`config.mk`:
```
export PLATFORM = sky130hd
export DESIGN_NAME = program_sequencer
export DESIGN_NICKNAME = d
export VERILOG_FILES = /design/src/rtl/program_sequencer.sv
export SDC_FILE = /design/constraint.sdc
export NUM_CORES = 1
export LEC_CHECK = 0
export ABC_AREA = 1
export CAP_MARGIN = 10
export CORE_MARGIN = 5
export CORE_UTILIZATION = 35
export CTS_BUF_LIST = sky130_fd_sc_hd__clkbuf_4 sky130_fd_sc_hd__clkbuf_8
export DETAILED_ROUTE_END_ITERATION = 7
export PLACE_DENSITY_LB_ADDON = 0.08
export SLEW_MARGIN = 40
export SYNTH_ARGS = -nofsm -noshare
export SYNTH_HDL_FRONTEND = slang
export SYNTH_SLANG_ARGS = --single-unit
```
`constraint.sdc`:
```
create_clock -name clk -period 2.4 [get_ports clk]
set_input_delay 0.48 -clock clk [delete_from_list [all_inputs] [get_ports clk]]
set_output_delay 0.48 -clock clk [all_outputs]
set_load 0.005 [all_outputs]
```
`src/rtl/program_sequencer.sv`:
```
// rtl/program_sequencer.sv - fetch/execute controller driving the program ROM, ALU handshake and datapath strobes
module program_sequencer #(
  parameter int ADDR_W      = 8,
  parameter int ALU_TIMEOUT = 16,
  parameter int MAX_STEPS   = 255
) (
  input  logic              clk,
  input  logic              rst_n,
  input  logic              start,
  input  logic [1:0]        prog_sel,
  output logic [1:0]        prog,
  output logic [ADDR_W-1:0] address,
  input  logic [7:0]        instruction,
  output logic [3:0]        alu_op,
  output logic              alu_start,
  input  logic              alu_done,
  output logic [1:0]        reg_a,
  output logic [1:0]        reg_b,
  output logic              lda_en,
  output logic              ldb_en,
  output logic              push_en,
  output logic              out_en,
  output logic              busy,
  output logic              done,
  output logic              error,
  output logic [7:0]        step_count
);

  typedef enum logic [2:0] {
    S_IDLE,
    S_FETCH,
    S_EXEC,
    S_ALU_WAIT,
    S_DONE,
    S_HALT_ERR
  } state_e;

  localparam int                WCNT_W     = $clog2(ALU_TIMEOUT + 1);
  localparam logic [WCNT_W-1:0] WAIT_LAST  = WCNT_W'(ALU_TIMEOUT - 1);
  localparam logic [8:0]        STEP_LIMIT = 9'(MAX_STEPS);

  state_e              state_q, state_d;
  logic [ADDR_W-1:0]   address_q, address_d;
  logic [1:0]          prog_q, prog_d;
  logic [7:0]          ir_q, ir_d;
  logic [7:0]          step_q, step_d;
  logic [3:0]          alu_op_q, alu_op_d;
  logic [WCNT_W-1:0]   wait_q, wait_d;
  logic                error_q, error_d;
  logic                done_q, done_d;
  logic                alu_start_q, alu_start_d;
  logic                lda_q, lda_d;
  logic                ldb_q, ldb_d;
  logic                push_q, push_d;
  logic                out_q, out_d;
  logic                step_at_max;
  logic                can_advance;

  function automatic logic is_alu_op(input logic [3:0] op);
    return !op[3] || (op[3:1] == 3'b110);
  endfunction

  assign step_at_max = ({1'b0, step_q} >= STEP_LIMIT);
  assign can_advance = !(&address_q) && !step_at_max;

  always_ff @(posedge clk or negedge rst_n) begin
    if (!rst_n) begin
      state_q     <= S_IDLE;
      address_q   <= '0;
      prog_q      <= '0;
      ir_q        <= '0;
      step_q      <= '0;
      alu_op_q    <= '0;
      wait_q      <= '0;
      error_q     <= 1'b0;
      done_q      <= 1'b0;
      alu_start_q <= 1'b0;
      lda_q       <= 1'b0;
      ldb_q       <= 1'b0;
      push_q      <= 1'b0;
      out_q       <= 1'b0;
    end else begin
      state_q     <= state_d;
      address_q   <= address_d;
      prog_q      <= prog_d;
      ir_q        <= ir_d;
      step_q      <= step_d;
      alu_op_q    <= alu_op_d;
      wait_q      <= wait_d;
      error_q     <= error_d;
      done_q      <= done_d;
      alu_start_q <= alu_start_d;
      lda_q       <= lda_d;
      ldb_q       <= ldb_d;
      push_q      <= push_d;
      out_q       <= out_d;
    end
  end

  always_comb begin
    state_d     = state_q;
    address_d   = address_q;
    prog_d      = prog_q;
    ir_d        = ir_q;
    step_d      = step_q;
    alu_op_d    = alu_op_q;
    wait_d      = wait_q;
    error_d     = error_q;
    done_d      = 1'b0;
    alu_start_d = 1'b0;
    lda_d       = 1'b0;
    ldb_d       = 1'b0;
    push_d      = 1'b0;
    out_d       = 1'b0;

    case (state_q)
      S_IDLE, S_HALT_ERR: begin
        if (start) begin
          prog_d    = prog_sel;
          address_d = '0;
          step_d    = '0;
          error_d   = 1'b0;
          state_d   = S_FETCH;
        end
      end
      // Strobes are decoded from the ROM word here so they are registered and land in EXEC.
      S_FETCH: begin
        ir_d    = instruction;
        wait_d  = '0;
        state_d = S_EXEC;
        if (is_alu_op(instruction[7:4])) begin
          alu_start_d = 1'b1;
          alu_op_d    = instruction[7:4];
        end
        case (instruction[7:4])
          4'b1000: push_d = 1'b1;
          4'b1001: lda_d  = 1'b1;
          4'b1010: ldb_d  = 1'b1;
          4'b1011: out_d  = 1'b1;
          default: ;
        endcase
      end
      S_EXEC: begin
        if (is_alu_op(ir_q[7:4])) begin
          state_d = S_ALU_WAIT;
        end else if (ir_q[7:4] == 4'b1011) begin
          if (step_at_max) begin
            error_d = 1'b1;
            state_d = S_HALT_ERR;
          end else begin
            step_d  = step_q + 8'd1;
            done_d  = 1'b1;
            state_d = S_DONE;
          end
        end else if (ir_q[7:6] == 2'b10) begin
          if (can_advance) begin
            address_d = address_q + 1'b1;
            step_d    = step_q + 8'd1;
            state_d   = S_FETCH;
          end else begin
            error_d = 1'b1;
            state_d = S_HALT_ERR;
          end
        end else begin
          error_d = 1'b1;
          state_d = S_HALT_ERR;
        end
      end
      S_ALU_WAIT: begin
        if (alu_done) begin
          if (can_advance) begin
            address_d = address_q + 1'b1;
            step_d    = step_q + 8'd1;
            state_d   = S_FETCH;
          end else begin
            error_d = 1'b1;
            state_d = S_HALT_ERR;
          end
        end else if (wait_q == WAIT_LAST) begin
          error_d = 1'b1;
          state_d = S_HALT_ERR;
        end else begin
          wait_d = wait_q + 1'b1;
        end
      end
      S_DONE: begin
        state_d = S_IDLE;
      end
      default: begin
        state_d = S_IDLE;
      end
    endcase
  end

  assign prog       = prog_q;
  assign address    = address_q;
  assign alu_op     = alu_op_q;
  assign alu_start  = alu_start_q;
  assign reg_a      = ir_q[3:2];
  assign reg_b      = ir_q[1:0];
  assign lda_en     = lda_q;
  assign ldb_en     = ldb_q;
  assign push_en    = push_q;
  assign out_en     = out_q;
  assign busy       = (state_q != S_IDLE);
  assign done       = done_q;
  assign error      = error_q;
  assign step_count = step_q;

endmodule
```
==> impl_metrics.csv, run 1 <==
group,metric,value,unit
grt,grt_pass1_wl,9.55,mm
flow_run,cap_violations,0,
floorplan,ioPinCount,48,
synthesis,yosys_warnings,0,
worst_setup_path,crit_fanout,11,
worst_setup_path,critPathLaunchType,"flip-flop",
timing,finalSetupTns,0,ns
synthesis,ys_ff_latch,45,
clock_network,hold_buffers,0,
timing,setup_viol_count_final,0,
finish,final_util,45.9,%
run_status,outcome,"complete, no violations",
timing,rsz0062_at_grt,"false",
placed_design,io_buffers,47,
synthesis,async_reset_ff_share,100,%
synthesis,yosysUniqueCellTypes,27,
synthesis,ys_seq_area_share,46.1,%
worst_setup_path,critical_path_class,"reg -> reg",
timing,fin_worst_skew,0.00483,ns
finish,syn2layout_area_growth,27.4,%
worst_setup_path,slowest_stage,"dfrtp_1",
hold_path,min_path_type,"in -> async",
floorplan,die_area,8760,µm²
timing,period_needed,1.98,ns
timing,worst_slew_pin_slew,0.580,ns
clock_network,cts_tree,"done",
drt,drtAntennaViolNets,0,
synthesis,synth.largest_area_cell,"dfrtp_1",
grt,grt_start_max_net_pins,46,
clock_network,cts_buffers,5,
drt,vias_per_cell,4.49,
synthesis,synthTopCellsByArea,"dfrtp_1 46%, nand2_1 15%, inv_1 7.1%",
synthesis,syn_nets,342,
finish,antennaDiodeCount,0,
floorplan,start_util,36.0,%
placed_design,dp_hpwl,4.12,mm
floorplan,core-area,6790,µm²
synthesis,netlist_instances,324,
worst_setup_path,cp.arrival,2.15,ns
placed_design,post_dp_cell_area,3000,µm²
worst_setup_path,cp-end-kind,"flip-flop",
clock_network,cts-resized-gates,0,
floorplan,num_rows,30,
finish,final_layout_size_suffix_gt1_share,7.47,%
drt,drc_errors,0,
timing,maxSlewViolCount,0,
grt,antenna_found_initial,0,
timing,hold_viol_final,0,
worst_setup_path,slowest_delay,0.43,ns
power_and_ir_drop,peakVddDrop,0.457,mV
drt,wirelength,5.55,mm
synthesis,synth.avg_cell_area,7.55,µm²
clock_network,clk_latency,0.30,ns
power_and_ir_drop,leakagePower,1.49,nW
drt,wire_per_inst,11.8,µm
timing,fin_crit_sh,82.5,%
drt,drt_pass1_iterations,5,
power_and_ir_drop,powerDensity,1090,nW/µm²
clock_network,cts-root-buf,"clkbuf_8",
finish,final_nets,392,
grt,grt-ovfl-total,0,
synthesis,synthFlopType,"dfrtp_1",
drt,drt_iter0_drc,41,
synthesis,synth_edf_count,0,
clock_network,htree_levels,2,
floorplan,die_h,93.6,µm
clock_network,cts_setup_buffers,0,
worst_setup_path,crit_chain,"ha_1 -> nand3_1 -> inv_1 -> nand2_1 -> nand2_1 -> inv_1 -> nor2_1 -> nor2_2 -> o21ai_0",
grt,grtUsageTotal,13.6,%
worst_setup_path,cp.required,2.57,ns
clock_network,clkSinkCount,45,
synthesis,netlist_area,2440,µm²
grt,grt_pass1_vias,2052,
clock_network,path_clk_slew,0.08,ns
placed_design,place_congestion,0.822,
drt,vias,2117,
synthesis,synth_top_cell_area_share,46.1,%
floorplan,fp.dieW,93.6,µm
timing,whs,0.253,ns
timing,fmax,505,MHz
timing,max_slew_margin,61.4,%
clock_network,clockBufferDepth,2,
finish,design_area,3120,µm²
[metal layers]
layer | share of wire, % | track usage [%]
met3 | 3.3 | 2.82
met1 | 46 | 17.3
met4 | 0.99 | 3.61
met5 | 0 | 0
met2 | 50 | 23.4
[synth_stat cells, types with 2 or more instances]
cell      number
a21oi_1       19
a21oi_2        4
buf_4          5
buf_6          2
clkbuf_1       2
dfrtp_1       45
ha_1           4
inv_1         46
mux2_2         2
nand2_1       96
nand3_1       13
nand3_2        2
nand4_1        8
nor2_1        40
nor2_2         2
nor3_1         7
nor3b_1        3
nor4_1         2
o21ai_0       14
[stage by stage]
step | std cells | power, W | setup slack (ns)
2_1_floorplan | 324 | 0.00228 | 0.727
3_3_place_gp | 463 | 0.00284 | 0.453
3_5_place_dp | 463 | 0.00285 | 0.419
4_1_cts | 471 | 0.00346 | 0.409
5_1_grt | 471 | 0.00374 | 0.167
6_report | 471 | 0.00339 | 0.419
[area by class of cell]
class	instances	area, µm²
fill	691	3680
multi-input combinational	224	1080
sequential	45	1130
tap	96	120
timing repair buffer	52	503
clock inverter	2	38.8
inverter	46	173
clock buffer	6	76.3
[path summary, 6_finish.rpt]
| path | from | slack [ns] | to | depth (start not counted) |
|---|---|---|---|---|
| max | step_count[1] | 0.42 | address[3] | 9 |
| min | rst_n | 0.25 | address[4] | 2 |
| max reg2reg | step_count[1] | 0.42 | address[3] | 9 |
| min reg2reg | alu_op[0] | 0.48 | alu_op[0] | 2 |
| max in group asynchronous | rst_n | 1.74 | state_q[1] | 2 |
| min in group clk | alu_op[0] | 0.48 | alu_op[0] | 2 |
[registers in the layout, indices dropped and copies added (netlist names)]
register / flops
prog: 2
step_count: 8
state_q: 3
lda_en: 1
error: 1
ldb_en: 1
wait_q: 5
address: 8
out_en: 1
alu_op: 4
push_en: 1
alu_start: 1
done: 1
ir_q: 8
[cells in the final DEF, fill, tap and decap left out]
| cell | netlist | routed |
|---|---|---|
| nand2_1 | 96 | 96 |
| inv_1 | 46 | 46 |
| clkdlybuf4s50_1 | 0 | 46 |
| dfrtp_1 | 45 | 45 |
| nor2_1 | 40 | 40 |
| a21oi_1 | 19 | 19 |
| o21ai_0 | 14 | 14 |
| nand3_1 | 13 | 13 |
| nand4_1 | 8 | 8 |
| nor3_1 | 7 | 7 |
| clkbuf_8 | 0 | 5 |
| buf_4 | 5 | 5 |
| a21oi_2 | 4 | 4 |
| ha_1 | 4 | 4 |
| nor3b_1 | 3 | 3 |
| nor4_1 | 2 | 2 |
| nand3_2 | 2 | 2 |
| nor2_2 | 2 | 2 |
| mux2_2 | 2 | 2 |
| nand2_2 | 1 | 1 |
| nor2_4 | 1 | 1 |
| nand2_4 | 1 | 1 |
| o22ai_1 | 1 | 1 |
| nor2b_1 | 1 | 1 |
| o211ai_4 | 1 | 1 |
| xor2_1 | 1 | 1 |
| and3_1 | 1 | 1 |
| clkbuf_4 | 0 | 1 |
| bufinv_16 | 0 | 1 |
| clkinv_4 | 0 | 1 |
| buf_2 | 0 | 1 |
[kinds of logic (layout without fill, tap and decap cells)]
family                     count (synthesis)  in the layout  share of synthesized area, %
buffers and inverters                     55            106                          9.83
AOI/OAI and AO/OA                         39             39                          9.31
xor gates and xnor gates                   1              1                         0.358
adders and majority gates                  4              4                          2.05
muxes                                      2              2                         0.921
DFF                                       45             45                          46.1
and+or+nand+nor                          178            178                          31.5
[critical path, delay by kind of cell, from the launching register on]
family / cells / cell delay [ns]
DFF: 1 / 0.43
AOI/OAI and AO/OA: 1 / 0.14
buffers and inverters: 2 / 0.26
and+or+nand+nor: 5 / 0.79
adders and majority gates: 1 / 0.23
[where the power goes]
part           total [W]  switching (W)  internal, W
clock network   0.000586       0.000262     0.000324
logic            0.00164       0.000922     0.000720
registers        0.00116       0.000174     0.000988
Power figures use the tool's default switching activity.
==> run 2, diff against run 1 <==
- clock period: 2.4 -> 1.7 ns (I/O delays scaled with it)
==> run 2 against run 1 <==
Net effect:
- the flow now finishes with violations (negative hold slack)
- wire length increased by 7.4%
- sequential share of layout area decreased by 4.6 points
- core utilization increased by 6.8 points
- global-route usage up 0.62 points
- worst setup slack got worse by 0.37 ns
- sequential cell count stayed put
- count of clock-buffer cells in the layout shrank 1
- design area grew 15%
- largest power group unchanged
==> impl_metrics.csv, run 2 (same netlist as run 1, synthesis figures left out) <==
group,metric,value,unit
run_status,outcome,"finished with violations",
run_status,violations,"negative hold slack",
timing,whs,-0.0150,ns
drt,drt_iter0_drc,57,
floorplan,die_h,93.6,µm
power_and_ir_drop,peakVddDrop,0.971,mV
hold_path,min_path_type,"in -> async",
power_and_ir_drop,power,0.00565,W
timing,maxSlewViolCount,0,
finish,syn2layout_area_growth,46.4,%
drt,vias_per_cell,4.53,
power_and_ir_drop,leakagePower,1.72,nW
clock_network,path_clk_slew,0.10,ns
timing,worst_slew_pin_slew,0.379,ns
worst_setup_path,slowest_stage,"clkdlybuf4s50_1",
drt,vias,2300,
drt,drc_errors,0,
drt,drtAntennaViolNets,0,
timing,period_needed,1.65,ns
worst_setup_path,cp.arrival,1.31,ns
grt,grtUsageTotal,14.2,%
grt,grt-ovfl-total,0,
floorplan,fp.dieW,93.6,µm
clock_network,clkSinkCount,45,
floorplan,start_util,36.0,%
timing,setup_viol_count_final,0,
timing,finalSetupTns,0,ns
grt,grt_util_met3,3.22,%
grt,antenna_found_initial,0,
grt,grt_pass1_wl,10.1,mm
floorplan,die_area,8760,µm²
timing,hold_viol_final,12,
worst_setup_path,critPathLaunchType,"flip-flop",
finish,mostFrequentLayoutCell,"nand2_1",
floorplan,num_rows,30,
clock_network,cts_buffers,5,
drt,wirelength,5.95,mm
flow_run,cap_violations,0,
grt,top_usage_layer,"met2",
finish,final_cell_mix,"86 x nand2_1, 44 x dfrtp_1, 43 x clkdlybuf4s50_1",
finish,final_cell_count_no_fill,508,
power_and_ir_drop,powerDensity,1580,nW/µm²
worst_setup_path,slowest_delay,0.49,ns
timing,fmax,606,MHz
power_and_ir_drop,p_int,0.00344,W
clock_network,hold_buffers,0,
timing,fin_worst_skew,0.0100,ns
floorplan,ioPinCount,48,
power_and_ir_drop,swShare,39.2,%
worst_setup_path,critical_path_class,"reg -> out",
timing,max_slew_margin,74.7,%
clock_network,cts_tree,"done",
placed_design,io_buffers,47,
grt,grt_start_max_net_pins,46,
floorplan,core-area,6790,µm²
grt,met2_usage,24.3,%
drt,wire_per_inst,11.7,µm
clock_network,htree_levels,2,
drt,drt_pass1_iterations,4,
placed_design,place_congestion,0.795,
finish,fill_cells,666,
worst_setup_path,cp.required,1.36,ns
worst_setup_path,cp-end-kind,"primary output",
placed_design,placed_cells,495,
grt,grt_pass1_vias,2175,
placed_design,dp_hpwl,4.27,mm
finish,final_util,52.7,%
worst_setup_path,crit_chain,"buf_6 -> clkdlybuf4s50_1",
clock_network,cts-root-buf,"clkbuf_8",
finish,final_nets,429,
worst_setup_path,path_buf_inv,2,
timing,fin_crit_sh,97.1,%
clock_network,clk_latency,0.31,ns
power_and_ir_drop,p_switching,0.00221,W
finish,final_layout_size_suffix_gt1_share,22.1,%
grt,use_met1,17.7,%
power_and_ir_drop,seqPwrFrac,28.0,%
worst_setup_path,crit_fanout,4,
worst_setup_path,timing.critical_path.max_delay_family,"buffers and inverters",
clock_network,clockBufferDepth,2,
power_and_ir_drop,clockPowerShare,15.4,%
finish,antennaDiodeCount,0,
power_and_ir_drop,p_comb_share,56.6,%
## run 2: power groups by stage
stage	logic [W]	registers, W	clock network, W
floorplan	0.00158	0.00163	0
global placement	0.00285	0.00161	0
detailed placement	0.00285	0.00161	0
CTS	0.00294	0.00157	0.000890
global route	0.00356	0.00163	0.000935
finish	0.00320	0.00158	0.000869
## run 2: layer usage
metal  up-vias  wire length [µm]  share of wire, %
met5         -                 0                 0
met4         0                56              0.94
met3         4               237               4.0
met2        41              2940                49
met1      1062              2720                46
li1       1193                 -                 -
## run 2: final timing paths
path | startpoint | to | slack, ns | cells past startpoint
hold reg to reg | alu_op[0] | alu_op[0] | 0.49 | 2
setup reg to reg | wait_q[1] | wait_q[4] | 0.07 | 11
setup / recovery | step_count[3] | step_count[3] | 0.05 | 2
min in group clk | alu_op[0] | alu_op[0] | 0.49 | 2
hold / removal | rst_n | address[4] | -0.02 | 2
max in group asynchronous | rst_n | state_q[0] | 1.47 | 2
## run 2: final cells by class
type / instances / area, µm² / share of cell area (%)
Tap cell: 96 / 120 / 3.36
Multi-Input combinational cell: 224 / 1190 / 33.3
Timing Repair Buffer: 89 / 847 / 23.7
Clock buffer: 5 / 68.8 / 1.92
Sequential cell: 45 / 1130 / 31.5
Inverter: 46 / 175 / 4.90
Clock inverter: 3 / 47.5 / 1.33
## run 2: through the flow
step,setup slack [ns],cell area (µm²)
after global placement,-0.0325,3280
final,0.0495,3580
after CTS,0.00707,3430
after global routing,-0.0247,3580
after detailed placement,-0.0802,3280
after floorplan,0.0265,2440
## run 2: timing repair
| item | in CTS | in global routing |
|---|---|---|
| resized for setup | 7 | 38 |
| gates cloned | 0 | 1 |
| setup endpoints to repair | 3 | 25 |
| setup buffers | 2 | 2 |
| pin swaps | 0 | 5 |
==> run 3, diff against run 2 <==
- CORE_MARGIN: 5 -> 4
==> run 3 against run 2 <==
Net effect:
- worst hold slack better by 0.51 ns
- sequential power hardly changed
- power is 6.9% lower
- critical path depth stayed put
- register-to-register slack hardly changed
- largest cell class unchanged
- clock power is 22% lower
- global-route usage is 0.45 points higher
- wire length is 1.1% lower
- the run now ends clean
- critical path type unchanged
==> impl_metrics.csv, run 3 (same netlist as run 1, synthesis figures left out) <==
group,metric,value,unit
run_status,outcome,"complete, no violations",
worst_setup_path,r2r-start,"wait_q[1]",
drt,wire_per_inst,11.5,µm
power_and_ir_drop,peakVddDrop,0.660,mV
worst_setup_path,crit_fanout,4,
clock_network,clkSinkCount,45,
flow_run,cap_violations,0,
grt,grtUsageTotal,14.7,%
grt,top_usage_layer,"met2",
grt,grt_start_max_net_pins,21,
worst_setup_path,reg2reg_slack,0.06,ns
timing,worst_slew_pin_slew,0.467,ns
grt,grt_pass1_wl,10.2,mm
timing,fin_crit_sh,96.7,%
timing,fmax,608,MHz
worst_setup_path,slowest_stage,"clkdlybuf4s50_1",
clock_network,clockBufferDepth,2,
clock_network,path_clk_slew,0.09,ns
drt,drt_iter0_drc,92,
finish,final_nets,433,
grt,grt-ovfl-total,0,
clock_network,cts-root-buf,"clkbuf_8",
grt,antenna_found_initial,0,
grt,grt_pass1_vias,2308,
worst_setup_path,path_buf_inv,2,
power_and_ir_drop,powerDensity,1500,nW/µm²
hold_path,hold_depth,2,
grt,met2_usage,25.9,%
worst_setup_path,crit_chain,"buf_6 -> clkdlybuf4s50_1",
floorplan,start_util,36.0,%
hold_path,hp-start,"ir_q[1]",
hold_path,hold_end,"ir_q[1]",
worst_setup_path,cp-end-kind,"primary output",
drt,drtAntennaViolNets,0,
finish,antennaDiodeCount,0,
worst_setup_path,slowest_delay,0.49,ns
drt,vias_per_cell,4.52,
floorplan,num_rows,30,
floorplan,die_h,91.6,µm
floorplan,ioPinCount,48,
floorplan,fp.dieW,91.6,µm
placed_design,io_buffers,47,
worst_setup_path,cp.required,1.36,ns
timing,fin_worst_skew,0.0101,ns
drt,drt_pass1_iterations,4,
finish,syn2layout_area_growth,43.3,%
worst_setup_path,reg2reg_to,"wait_q[3]",
grt,use_met1,18.7,%
floorplan,core-area,6790,µm²
timing,whs,0.491,ns
clock_network,cts_tree,"done",
timing,maxSlewViolCount,0,
timing,setup_viol_count_final,0,
drt,vias,2314,
finish,final_layout_size_suffix_gt1_share,21.4,%
timing,period_needed,1.64,ns
finish,mostFrequentLayoutCell,"nand2_1",
clock_network,clk_latency,0.30,ns
worst_setup_path,critPathLaunchType,"flip-flop",
clock_network,cts_buffers,5,
drt,wirelength,5.89,mm
worst_setup_path,rr_worst_depth,12,
grt,grt_util_met3,2.57,%
timing,max_slew_margin,68.8,%
power_and_ir_drop,leakagePower,1.69,nW
placed_design,place_congestion,0.791,
floorplan,die_area,8390,µm²
worst_setup_path,cp.arrival,1.30,ns
timing,hold_viol_final,0,
worst_setup_path,timing.critical_path.max_delay_family,"buffers and inverters",
worst_setup_path,critical_path_class,"reg -> out",
clock_network,htree_levels,2,
timing,rsz0062_at_grt,"true",
finish,final_util,51.6,%
drt,drc_errors,0,
hold_path,min_path_type,"reg -> reg",
finish,final_cell_mix,"89 x nand2_1, 45 x dfrtp_1, 45 x clkdlybuf4s50_1",
placed_design,dp_hpwl,4.53,mm
run 3: through the flow:
stage | instance area [µm²] | cells | power, W | worst slack [ns] | setup TNS, ns
6_report | 3500 | 512 | 0.00527 | 0.0560 | 0
5_1_grt | 3500 | 512 | 0.00575 | -0.0462 | -0.115
4_1_cts | 3420 | 509 | 0.00520 | 0.000701 | 0
3_5_place_dp | 3290 | 498 | 0.00444 | -0.136 | -0.223
3_3_place_gp | 3290 | 498 | 0.00441 | -0.0737 | -0.114
2_1_floorplan | 2440 | 324 | 0.00321 | 0.0265 | 0
run 3: timing repair:
| action | CTS | global route |
|---|---|---|
| gates cloned | 0 | 0 |
| pin swaps | 1 | 7 |
| endpoints found under the setup margin | 5 | 23 |
| buffers inserted | 2 | 3 |
| hold buffers | 1 | 0 |
| endpoints found under the hold margin | 15 | 0 |
| gates resized for setup | 7 | 24 |
run 3: cell type report:
class / count / area, µm²
flip-flops and latches: 45 / 1130
repair buffers: 93 / 841
inverters: 46 / 173
fillers: 697 / 3290
multi-input cells: 224 / 1150
well taps: 96 / 120
clock buffers: 5 / 68.8
clock inverters: 3 / 21.3
run 3: worst register-to-register path: stages (launching register included):
cell and delay [ns]:
dfrtp_1 0.40, ha_2 0.20, inv_2 0.06, nor3_2 0.04
ha_2 0.16, inv_2 0.04, nand2_2 0.06, nor2_4 0.19
nor2_4 0.07, inv_2 0.08, nand2_2 0.06, o21ai_1 0.13
a21oi_1 0.05
run 3: worst max path at each step:
| stage | startpoint | to | slack, ns | depth (start not counted) |
|---|---|---|---|---|
| floorplan | wait_q[0] | wait_q[3] | 0.03 | 12 |
| global placement | alu_done | error | -0.07 | 8 |
| detailed placement | wait_q[1] | error | -0.14 | 11 |
| CTS | wait_q[1] | wait_q[3] | 0.0007 | 12 |
| global route | wait_q[1] | wait_q[3] | -0.05 | 12 |
| finish | step_count[3] | step_count[3] | 0.06 | 2 |
run 3: routing by layer:
layer / vias up / part of all wire [%]
li1: 1203 / -
met1: 1070 / 47
met2: 37 / 50
met3: 4 / 2.6
met4: 0 / 0.58
met5: - / 0
run 3: report_power, final:
group / internal [W] / switching [W]
sequential: 0.00139 / 0.000181
clock: 0.000292 / 0.000385
combinational: 0.00147 / 0.00154
